**config.mk**
```make
export PLATFORM = sky130hd
export DESIGN_NAME = fetch_unit
export DESIGN_NICKNAME = d
export VERILOG_FILES = /design/src/rtl/cpu_pkg.sv /design/src/rtl/fetch_unit.sv
export SDC_FILE = /design/constraint.sdc
export NUM_CORES = 1
export LEC_CHECK = 0
export CELL_PAD_IN_SITES_DETAIL_PLACEMENT = 0
export CELL_PAD_IN_SITES_GLOBAL_PLACEMENT = 2
export CORE_ASPECT_RATIO = 0.9
export CORE_MARGIN = 2
export CORE_UTILIZATION = 25
export CTS_CLUSTER_DIAMETER = 150
export DETAILED_ROUTE_END_ITERATION = 8
export DONT_BUFFER_PORTS = 1
export GPL_TIMING_DRIVEN = 1
export PLACE_DENSITY = 0.67
export SYNTH_ARGS = -nofsm -noshare
export SYNTH_HDL_FRONTEND = slang
export SYNTH_SLANG_ARGS = --single-unit
export TNS_END_PERCENT = 30
```
**constraint.sdc**
```tcl
create_clock -name clk -period 6.4 [get_ports clk]
set_clock_uncertainty 0.2 [all_clocks]
set_input_delay 0.64 -clock clk [delete_from_list [all_inputs] [get_ports clk]]
set_output_delay 0.64 -clock clk [all_outputs]
set_load 0.02 [all_outputs]
```
**src/rtl/cpu_pkg.sv**
```systemverilog
// Shared CPU constants and helpers used by the fetch stage and the decoder.
package cpu_pkg;

  localparam logic [31:0] NOP_INSTR        = 32'hE320F000;
  localparam logic [31:0] HALT_INSTR       = 32'hE1000070;
  localparam logic [6:0]  HALT_OPC         = 7'b0001000;
  localparam logic [31:0] DEFAULT_RESET_PC = 32'h0000_0000;

  // HALT is recognised by its opcode field alone, instr[27:21].
  function automatic logic is_halt(input logic [31:0] word);
    return word[27:21] == HALT_OPC;
  endfunction

endpackage

```
**src/rtl/fetch_unit.sv**
```systemverilog
// Instruction fetch stage: owns the PC, drives a synchronous-read instruction
// memory and holds the IF/ID register feeding the decoder.
module fetch_unit
  import cpu_pkg::*;
#(
  parameter int unsigned ADDR_W   = 8,
  parameter logic [31:0] RESET_PC = DEFAULT_RESET_PC
) (
  input  logic              clk,
  input  logic              rst,
  input  logic              stall,
  input  logic              branch_taken,
  input  logic [31:0]       branch_target,
  output logic              imem_en,
  output logic [ADDR_W-1:0] imem_addr,
  input  logic [31:0]       imem_rdata,
  output logic [31:0]       instr,
  output logic [31:0]       instr_pc,
  output logic              instr_valid,
  output logic              halted
);

  logic [31:0] pc_q;
  logic        req_valid_q;
  logic [31:0] req_pc_q;
  logic [31:0] target;
  logic        unused_target_bits;

  assign target             = {branch_target[31:2], 2'b00};
  assign unused_target_bits = ^branch_target[1:0];

  assign imem_addr = branch_taken ? branch_target[ADDR_W+1:2] : pc_q[ADDR_W+1:2];
  assign imem_en   = !rst && (branch_taken || (!stall && !halted));

  always_ff @(posedge clk) begin
    if (rst) begin
      pc_q        <= RESET_PC;
      req_valid_q <= 1'b0;
      req_pc_q    <= '0;
      instr       <= NOP_INSTR;
      instr_pc    <= '0;
      instr_valid <= 1'b0;
      halted      <= 1'b0;
    end else if (branch_taken) begin
      // Redirect flushes both the wrong-path IF/ID word and the data in flight.
      pc_q        <= target + 32'd4;
      req_valid_q <= 1'b1;
      req_pc_q    <= target;
      instr       <= NOP_INSTR;
      instr_pc    <= '0;
      instr_valid <= 1'b0;
      halted      <= 1'b0;
    end else if (halted) begin
      if (!stall) begin
        instr       <= NOP_INSTR;
        instr_pc    <= '0;
        instr_valid <= 1'b0;
      end
    end else if (!stall) begin
      pc_q     <= pc_q + 32'd4;
      req_pc_q <= pc_q;
      if (req_valid_q) begin
        instr       <= imem_rdata;
        instr_pc    <= req_pc_q;
        instr_valid <= 1'b1;
        // The word fetched behind HALT is dropped by clearing the request.
        req_valid_q <= !is_halt(imem_rdata);
        halted      <= is_halt(imem_rdata);
      end else begin
        instr       <= NOP_INSTR;
        instr_pc    <= '0;
        instr_valid <= 1'b0;
        req_valid_q <= 1'b1;
      end
    end
  end

endmodule

```
### Word-level counts from Yosys, hierarchy flattened

Cells that the tools add are included.

* $add $sub $neg: 2
* equality and inequality tests: 3
* muxes and demuxes: 26
* bitwise logic cells: 2
* reductions and logical operators: 10

Operators with widths (number)
* $mux 32: 14
* $add 32x3->32 const B: 2
* $mux 1: 11
* $mux 8: 1
* $eq 7x4->1 const B: 1
* $logic_not 1->1: 4
* $reduce_and 2->1: 2
* $logic_and 1x1->1: 2
* $ne 2x1->1 const B: 1
* $ne 2x2->1 const B: 1
* $not 1->1: 2
* $reduce_or 2->1: 1
* $logic_or 1x1->1: 1

* flip-flop bits (word level): 131
* input port bits: 68
* output and inout bits: 75
* logic and storage cells: 51

### Depth between registers and ports, before layout

* word-level depth: 6
* mapped depth: 14
* mapped depth without buffers: 9

### Least setup slack after synthesis

OpenSTA, ideal clock, no wires.

* kind: input port to flip-flop
* start: input branch_taken
* end: register pc_q[24]
* setup time: 116 ps
* arrival time: 3496 ps
* data required time: 6084 ps
* path slack: 2589 ps
* stages on the path: 13
* path buffers: 5
* cell sequence: buf_6 > buf_2 > buf_2 > buf_1 > o21ai_0 > ha_1 > inv_1 > a211oi_1 > clkbuf_1 > nand4_1 > o2111ai_1 > o31ai_1 > a31o_1

* cells in the longest elaborated chain, start to end: 2
* elaborated cells between the ends (all ways): 4
* classes of those cells: eq/ne (2); mux (1); reduce/logical (1)

RTL lines
* from (decl): RTL line fetch_unit.sv:12 `input logic branch_taken,`
* $ne 2x2->1 (no source line) / $ne 2x1->1 (equally long branches)
* $reduce_and 2->1 (no source line)
* to (signal assigned): RTL line fetch_unit.sv:46 `pc_q <= target + 32'd4;`
* to (signal assigned): RTL line fetch_unit.sv:60 `pc_q <= pc_q + 32'd4;`
* to (decl): RTL line fetch_unit.sv:23 `logic [31:0] pc_q;`

Parallel ways exist; a longest one is shown, timed or not.
A chain may end at the register's enable or synchronous reset.

### Worst setup path in the final report

* start: register pc_q[2]
* end: register pc_q[22]

* cells in the longest elaborated chain, start to end: 4

RTL lines
* $add 32x3->32: RTL line fetch_unit.sv:60
* $mux 32: RTL line fetch_unit.sv:59 `end else if (!stall) begin`
* $mux 32: RTL line fetch_unit.sv:53 `end else if (halted) begin`
* $mux 32: RTL line fetch_unit.sv:44 `end else if (branch_taken) begin`

No other way between the ends. The select of a mux whose other input is x is not followed.

==> metrics <==
crit end category=flip-flop; placed cell count=941; First DRT Iteration DRCs=261; mux cell area share after synthesis=3.14%; Synth top cells by count=125 x dfxtp_1, 111 x nor2_1, 84 x nand2_1; Synth Instances=691; Critical Path RT=6.51 ns; Clock Pin Slew Worst Setup and Hold Paths=0.05 ns; GRT overflow=0; H-Tree Depth=4; CTS Sinks=125; GP Congestion=0.782; Layout fillers=2432; cell family with most CP delay=compound AO/OA/AOI/OAI gates; Synth top area share=44.0%; crit path max fanout=11; area grow syn2layout=13.5%; Synth Area in Simple Gates=22.9%; Cell Area, Synth=0.00569 mm2; IO Port Bufs=0; fin nets=732; FFs w/ async S/R, synth=0%; Total GRT Usage=14.8%; std cell rows=52; synth warn=0; Die Y=147 um; Leakage=2.26 nW; most frequent cell after synthesis=dfxtp_1; WP buf/inv=3; Remaining DRCs=0; Die Wd=163 um; Synth area leader=dfxtp_1; setup repair bufs after CTS=0; vias in the first global route=4985; Starting Density=25.4%; fmax=0.300 GHz; Post-Synth Adder-Cell Area=0.220%; final setup fails=0; fin crit period=3.33 ns; status=finished clean; I/O pin count=143; unrepaired setup endpoints after global routing=false; Clock Tree Root=clkbuf_16; Hold Path Class=in2reg; Critical-path top delay cell=o21ai_0; Max-slew headroom=28.0%; number of max-cap violations=0; Hold Vio Cnt, Final=0; sequential area share after synthesis=44.0%; Clock Path Buffers=2; Post-Route WL=17700 um; max incr delay on CP=0.76 ns; stages on the worst setup path=10; number of antenna violations at the first check in global routing=0; compound-gate portion of the synthesized area=19.2%; EDFF count, synth=0; Worst Tran Pin Value=1.08 ns; CP Cell Sequence=inv_1 -> o21ai_0 -> ha_1 -> inv_1 -> a211oi_1 -> buf_4 -> nand3_1 -> nor3b_1 -> xor2_1 -> a211oi_1; setup TNS=0 ns; routed len/inst=18.2 um; Non-Filler Instances=972; largest family of logic cells by synthesized area=simple AND/OR/NAND/NOR gates; xor/xnor cell area share of the yosys netlist=5.54%; die area=0.0240 mm2; Syn Area/Cell=8.24 um2; Pre-Repair DR Iteration Count=5; first-pass GRT wire length=27400 um; ANT cells=0; Top FF cell, synth=dfxtp_1; post-detail-place hpwl=11800 um; Synth Register Bits=125; CTS Hold Bufs=0; total CTS buffers=17; worst skew pair latency=0.42 ns; power per cell area=300 mW/mm2; Synth cell types=48; Max VDD drop=0.144 mV; layout cells sized above 1=7.41%; cell depth of the worst min-delay path=1; critical path arrival=3.45 ns; Final Cycle Share=52.1%; PostCTS Resize Cnt=0; CTS tree=yes; max-slew violations=0; R2R cell count=10; critical path class=reg2reg; Via density=5.08; dominant cells by area after synthesis=dfxtp_1 44%, a22oi_1 7.7%, nor2_1 7.3%; Final ANT Viol Nets=0; startpoint class of the critical path=flip-flop; largest net degree at the start of global routing=108; CORE AREA=0.0224 mm2; Vias=4935
==> path summary, 6_finish.rpt <==
check	start	end	slack, ns
hold / removal	rst	req_pc_q[21]	0.1
setup reg to reg	pc_q[2]	pc_q[22]	3.07
hold reg to reg	req_pc_q[21]	req_pc_q[21]	0.25
setup / recovery	pc_q[2]	pc_q[22]	3.07
==> registers in the layout, indices dropped and copies added, names as in the netlist <==
| register | count |
|---|---|
| instr | 32 |
| req_pc_q | 30 |
| req_valid_q | 1 |
| halted | 1 |
| pc_q | 30 |
| instr_pc | 30 |
| instr_valid | 1 |
==> layout by cell type, fill, tap and decap left out, types with 10 or more instances in the layout <==
cell type / n
nand3b_1: 10
a21oi_1: 48
nor3_1: 11
o22ai_1: 16
nand3_1: 24
mux2i_1: 10
a22oi_1: 58
nand4_1: 11
inv_1: 14
clkbuf_16: 17
a211oi_1: 21
nand2_1: 83
xnor2_1: 29
nor2_1: 110
dfxtp_1: 125
==> through the flow <==
step,cell area (um2),power (W),utilization (%),hold slack (ns),setup WS [ns]
final,6460,0.00194,28.8,0.0991,3.07
after detailed placement,5890,0.00101,26.2,0.244,2.92
after global placement,5890,0.00100,26.2,0.247,2.93
after global routing,6460,0.00202,28.8,0.0715,2.69
after floorplan,5700,0.000989,-,0.232,2.59
after CTS,6460,0.00197,28.8,0.0816,3.02
==> cell type report <==
class                           count  area, um2  area share (%)
Clock buffer                       25        485            7.52
Sequential cell                   125       2500            38.7
Clock inverter                      6       85.1            1.32
Timing Repair Buffer                6       45.0           0.697
Inverter                           14       52.6           0.814
Multi-Input combinational cell    499       2920            45.2
Tap cell                          297        372            5.75
==> cells by family (layout without fill, tap and decap cells) <==
| group | count (synthesis) | in the layout |
|---|---|---|
| adders and majority gates | 1 | 1 |
| DFF | 125 | 125 |
| and+or+nand+nor | 278 | 278 |
| other | 1 | 2 |
| muxes | 17 | 17 |
| buffers and inverters | 68 | 51 |
| xor gates and xnor gates | 36 | 36 |
| AOI/OAI and AO/OA | 165 | 165 |
==> power breakdown <==
part           switching (W)  internal (W)  leakage [nW]
logic              0.0000863     0.0000554         0.960
registers          0.0000356      0.000812          1.02
clock network       0.000347      0.000601         0.273
total               0.000469       0.00147          2.26
==> layer usage <==
layer	up-vias	track usage, %	wire [um]
li1	2391	-	-
met1	2421	18.6	8160
met2	110	24.2	8240
met3	13	5.39	1160
met4	0	3.50	165
met5	-	0	0
(Power assumes the default switching activity.)
